## src/rtl/mem_access_unit.sv

```systemverilog
// mem_access_unit: multi-cycle load/store engine for the data memory.
// Define MISALIGN_TRAP_EN to suppress misaligned accesses and flag them on err.
module mem_access_unit #(
    parameter int ADDR_W      = 8,
    parameter int WAIT_CYCLES = 0
) (
    input  logic              clk,
    input  logic              rst_n,
    input  logic              req,
    input  logic              we,
    input  logic [1:0]        size,
    input  logic              sign_ext,
    input  logic [31:0]       addr,
    input  logic [31:0]       wdata,
    output logic              busy,
    output logic              done,
    output logic [31:0]       rdata,
    output logic              err,
    output logic              mem_en,
    output logic              mem_we,
    output logic [3:0]        mem_be,
    output logic [ADDR_W-1:0] mem_addr,
    output logic [31:0]       mem_wdata,
    input  logic [31:0]       mem_rdata
);
    localparam logic [1:0] IDLE = 2'd0, ACCESS = 2'd1, WAIT = 2'd2, CAPTURE = 2'd3;
    localparam logic [3:0] CNT_INIT = (WAIT_CYCLES > 0) ? 4'(WAIT_CYCLES - 1) : 4'd0;
    logic [1:0]  state;
    logic [3:0]  cnt;
    logic [31:0] a_addr, a_wdata;
    logic        a_we, a_sext;
    logic [1:0]  a_size, a;
    logic        trap, acc;
    logic [7:0]  bsel;
    logic [15:0] hsel;
    logic [31:0] fmt;
    logic [3:0]  be;
    logic        unused_addr_bits;
    assign a = a_addr[1:0];
    assign unused_addr_bits = ^a_addr[31:ADDR_W+2];
`ifdef MISALIGN_TRAP_EN
    assign trap = (a_size == 2'b01) ? a[0] : (a_size[1] && a != 2'b00);
`else
    assign trap = 1'b0;
`endif
    // Strobes are decoded from state so an async reset drops them at once
    assign acc       = (state == ACCESS) && !trap;
    assign busy      = state != IDLE;
    assign mem_en    = acc;
    assign mem_we    = acc && a_we;
    assign mem_be    = (acc && a_we) ? be : 4'b0000;
    assign mem_addr  = a_addr[ADDR_W+1:2];
    assign be        = (a_size == 2'b00) ? 4'b0001 << a :
                       (a_size == 2'b01) ? (a[1] ? 4'b1100 : 4'b0011) : 4'b1111;
    assign mem_wdata = (a_size == 2'b00) ? {4{a_wdata[7:0]}} :
                       (a_size == 2'b01) ? {2{a_wdata[15:0]}} : a_wdata;
    assign bsel = a[1] ? (a[0] ? mem_rdata[31:24] : mem_rdata[23:16])
                       : (a[0] ? mem_rdata[15:8] : mem_rdata[7:0]);
    assign hsel = a[1] ? mem_rdata[31:16] : mem_rdata[15:0];
    assign fmt  = (a_size == 2'b00) ? {{24{a_sext & bsel[7]}}, bsel} :
                  (a_size == 2'b01) ? {{16{a_sext & hsel[15]}}, hsel} : mem_rdata;
    always_ff @(posedge clk or negedge rst_n) begin
        if (!rst_n) begin
            state   <= IDLE;
            cnt     <= 4'd0;
            done    <= 1'b0;
            err     <= 1'b0;
            rdata   <= 32'd0;
            a_addr  <= 32'd0;
            a_wdata <= 32'd0;
            a_we    <= 1'b0;
            a_sext  <= 1'b0;
            a_size  <= 2'b00;
        end else begin
            done <= state == CAPTURE;
            err  <= (state == CAPTURE) && trap;
            if (state == IDLE && req) begin
                a_addr  <= addr;
                a_wdata <= wdata;
                a_we    <= we;
                a_sext  <= sign_ext;
                a_size  <= size;
                state   <= ACCESS;
            end else if (state == ACCESS) begin
                state <= (WAIT_CYCLES > 0) ? WAIT : CAPTURE;
                cnt   <= CNT_INIT;
            end else if (state == WAIT) begin
                state <= (cnt == 4'd0) ? CAPTURE : WAIT;
                cnt   <= cnt - 4'd1;
            end else if (state == CAPTURE) begin
                if (!a_we && !trap) rdata <= fmt;
                state <= IDLE;
            end
        end
    end
endmodule
```

## config.mk

```make
export PLATFORM = sky130hd
export DESIGN_NAME = mem_access_unit
export DESIGN_NICKNAME = d
export VERILOG_FILES = /design/src/rtl/mem_access_unit.sv
export SDC_FILE = /design/constraint.sdc
export NUM_CORES = 1
export LEC_CHECK = 0
export CAP_MARGIN = 20
export CELL_PAD_IN_SITES_DETAIL_PLACEMENT = 0
export CELL_PAD_IN_SITES_GLOBAL_PLACEMENT = 1
export CORE_ASPECT_RATIO = 0.7
export CORE_MARGIN = 2
export CORE_UTILIZATION = 29
export DETAILED_ROUTE_END_ITERATION = 10
export PLACE_DENSITY_LB_ADDON = 0.3
export SYNTH_ARGS = -nofsm -noshare
export SYNTH_HDL_FRONTEND = slang
export SYNTH_SLANG_ARGS = --single-unit
```

## constraint.sdc

```tcl
create_clock -name clk -period 1.8 [get_ports clk]
set_clock_uncertainty 0.05 [all_clocks]
set_input_delay 0.36 -clock clk [delete_from_list [all_inputs] [get_ports clk]]
set_output_delay 0.36 -clock clk [all_outputs]
set_load 0.05 [all_outputs]
```

==> impl_metrics.sql <==
INSERT INTO impl_metrics (metric_group, metric, value, unit) VALUES
('die', 'die_area', '16010', 'µm²'),
('critical_path', 'setup.worst_path.start_class', 'flip-flop', ''),
('synthesis', 'netlist_instances', '393', ''),
('global_route', 'grt_first_pass_wirelength', '21800', 'µm'),
('timing', 'setup_violations', '61', ''),
('placement', 'dp_hpwl', '9749', 'µm'),
('hold_path', 'worstHoldPathType', 'input port to async pin', ''),
('critical_path', 'cp_required', '1.39', 'ns'),
('route', 'drc', '0', ''),
('die', 'num_io_pins', '184', ''),
('clock_tree', 'numCtsBuffers', '9', ''),
('route', 'vias', '3776', ''),
('clock_tree', 'htreeDepth', '3', ''),
('timing', 'worst_slew_margin_rel', '65.37', '%'),
('timing', 'worst_max_slew_pin_slew', '0.5195', 'ns'),
('die', 'design.core.area', '14680', 'µm²'),
('timing', 'timing_hold_violations_final', '15', ''),
('timing', 'worst_hold_slack_across_all_endpoints', '-0.02744', 'ns'),
('route', 'post_drt_wl_per_cell', '18.26', 'µm'),
('timing', 'grt_setup_unrepaired', 'true', ''),
('clock_tree', 'number_of_buffers_on_the_longest_clock_path', '2', ''),
('critical_path', 'timing.critical_path.to_type', 'output pin', ''),
('finish', 'fillerInstances', '1270', ''),
('die', 'rows', '37', ''),
('clock_tree', 'cts_hold_repair.buffers', '0', ''),
('critical_path', 'slowest_delay', '0.44', 'ns'),
('placement', 'routability_congestion_estimate_from_global_placement', '0.7972', ''),
('synthesis', 'synthesis.yosys.warnings', '0', ''),
('synthesis', 'syn_avg_cell_area', '11.07', 'µm²'),
('global_route', 'globalRoute.totalOverflow', '0', ''),
('outcome', 'run_status', 'complete, but fails checks', ''),
('timing', 'timing.final.crit_period', '1.961', 'ns'),
('finish', 'finish.net_count', '698', ''),
('finish', 'diodes', '0', ''),
('outcome', 'violations', 'negative hold slack, negative setup slack', ''),
('timing', 'final-max-slew-violation-count', '0', ''),
('clock_tree', 'clk_pin_slew', '0.06', 'ns'),
('placement', 'numPortBuffers', '160', ''),
('finish', 'final_layout_size_suffix_gt1_share', '49.16', '%'),
('route', 'antenna_left', '0', ''),
('die', 'fp.dieH', '106.5', 'µm'),
('critical_path', 'criticalPathCategory', 'flip-flop to output pin', ''),
('flow_run', 'timing.max_cap.violations', '0', ''),
('timing', 'fin_setup_tns', '-5.577', 'ns'),
('global_route', 'gr-usage-all-layers', '17.83', '%'),
('finish', 'area_growth_syn_to_layout', '72.71', '%'),
('synthesis', 'synth-seq-cells', '85', ''),
('route', 'drt_pass1_iterations', '4', ''),
('synthesis', 'synthDistinctLibCells', '34', ''),
('critical_path', 'cp_cell_sequence', 'nor2_4 -> buf_6 -> mux2_4 -> buf_8', ''),
('critical_path', 'cp_data_arrival_time', '1.55', 'ns'),
('synthesis', 'synth_sequential_area_ratio', '48.89', '%'),
('clock_tree', 'cts_tree', 'yes', ''),
('clock_tree', 'clock-sinks', '85', ''),
('critical_path', 'worstPathMaxFanout', '6', ''),
('global_route', 'first_global_vias', '4066', ''),
('clock_tree', 'cts-root-buf', 'clkbuf_16', ''),
('timing', 'achievable-frequency', '0.5099', 'GHz'),
('synthesis', 'synth.cell_area', '4350', 'µm²'),
('critical_path', 'slowest_stage', 'dfrtp_2', ''),
('die', 'die_width', '150.4', 'µm'),
('synthesis', 'postSynthNetCount', '501', ''),
('route', 'first_iter_violations', '163', ''),
('clock_tree', 'worstSkewPairLatency', '0.34', 'ns'),
('route', 'viasPerCell', '4.798', ''),
('global_route', 'number_of_antenna_violations_at_the_first_check_in_global_routing', '0', ''),
('timing', 'finalWorstSetupSlack', '-0.1612', 'ns'),
('timing', 'timing.final.crit_share', '109.0', '%'),
('route', 'route.final.wire_length', '14370', 'µm'),
('die', 'initial_core_util', '29.64', '%'),
('global_route', 'grt_max_degree', '86', '');
worst max-delay path, delay by kind of cell, from the launching register on:
family / cells / cell delay [ns]
AND/OR/NAND/NOR: 1 / 0.15
multiplexers: 1 / 0.32
flip-flops: 1 / 0.44
buffers and inverters: 2 / 0.30
cells in the final DEF, fill, tap and decap left out, drive strengths merged, types with 3 or more instances in the layout:
cell	n
buf	149
dfrtp	85
clkdlybuf4s50	79
mux2	61
nand2	55
a21oi	28
nor2	20
mux2i	16
o21ai	15
clkbuf	13
inv	9
mux4	8
o22a	8
o21a	8
o211ai	7
nand3	5
ha	5
nand2b	3
path summary, 6_finish.rpt:
| kind | startpoint | to | slack (ns) | cells after the start |
|---|---|---|---|---|
| min in group clk | rdata[5] | rdata[5] | 0.44 | 1 |
| max in group asynchronous | rst_n | a_addr[0] | 1.26 | 2 |
| max reg2reg | state[1] | rdata[30] | -0.14 | 9 |
| max | a_size[0] | mem_wdata[12] | -0.16 | 4 |
| min reg2reg | rdata[5] | rdata[5] | 0.44 | 1 |
| min | rst_n | rdata[2] | -0.03 | 2 |
Yosys cell counts, drive strengths merged:
master / count / area [µm²]
a32oi: 1 / 8.760
o22ai: 1 / 6.260
mux4: 8 / 180.2
buf: 29 / 187.7
o211ai: 7 / 52.55
dfrtp: 85 / 2127
nand3: 5 / 25.02
a21boi: 1 / 11.26
o21a: 8 / 60.06
nor3: 1 / 5.000
mux2: 61 / 686.9
nor2b: 1 / 6.260
o21ai: 15 / 75.07
a21oi: 28 / 140.1
conb: 1 / 3.750
o2bb2ai: 1 / 8.760
nor2: 20 / 75.07
nand2b: 3 / 18.77
and3b: 1 / 8.760
o221a: 1 / 11.26
and3: 1 / 6.260
a32o: 1 / 10.01
and2: 1 / 6.260
mux2i: 16 / 160.2
inv: 10 / 37.54
clkbuf: 15 / 56.30
nor4: 1 / 21.27
nand2: 55 / 206.5
nand3b: 1 / 7.510
o22a: 8 / 70.07
o21bai: 1 / 7.510
ha: 5 / 62.56
cell families (layout without fill, tap and decap cells):
kind of cell    after synthesis  in the layout  share of synthesized area [%]
fa+ha+maj                     5              5                          1.438
compound gates               73             73                          10.61
other cells                   1              1                        0.08620
simple gates                 90             90                          8.887
buf+inv                      54            253                          6.471
mux                          85             85                          23.61
flops                        85             85                          48.89
metal layers:
layer | vias up | track usage [%] | routed length, µm
li1 | 1753 | - | -
met1 | 1892 | 22.66 | 6195
met2 | 120 | 28.47 | 6769
met3 | 11 | 6.824 | 1279
met4 | 0 | 4.582 | 125
met5 | - | 0 | 0
flip-flops by register name (all words and copies together), names as in the netlist:
| register | cells |
|---|---|
| cnt | 4 |
| a_wdata | 32 |
| a_sext | 1 |
| state | 2 |
| done | 1 |
| a_we | 1 |
| a_size | 2 |
| a_addr | 10 |
| rdata | 32 |
area by class of cell:
type | instances | area [µm²] | area share [%]
Timing Repair Buffer | 230 | 2440 | 32.47
Clock inverter | 2 | 35.03 | 0.4663
Tap cell | 195 | 244.0 | 3.247
Sequential cell | 85 | 2131 | 28.36
Clock buffer | 11 | 252.7 | 3.364
Multi-Input combinational cell | 254 | 2365 | 31.47
Inverter | 10 | 46.29 | 0.6162
per-stage QoR:
step | std cells | setup slack, ns | area, µm² | utilization (%)
2_1_floorplan | 393 | -0.1033 | 4519 | -
3_3_place_gp | 752 | -0.3017 | 6571 | 44.78
3_5_place_dp | 752 | -0.3283 | 6571 | 44.78
4_1_cts | 784 | -0.1740 | 7443 | 50.72
5_1_grt | 787 | -0.2094 | 7513 | 51.20
6_report | 787 | -0.1612 | 7513 | 51.20
timing repair:
action | in CTS | in global routing
cloned | 3 | 3
setup endpoints to repair | 62 | 83
gates resized for setup | 91 | 15
pin swaps | 14 | 4
setup buffers | 16 | 4
Power is left out: the tool's default activity adds up to more than one toggle a clock period on the data nets, which glitch-free logic cannot reach.
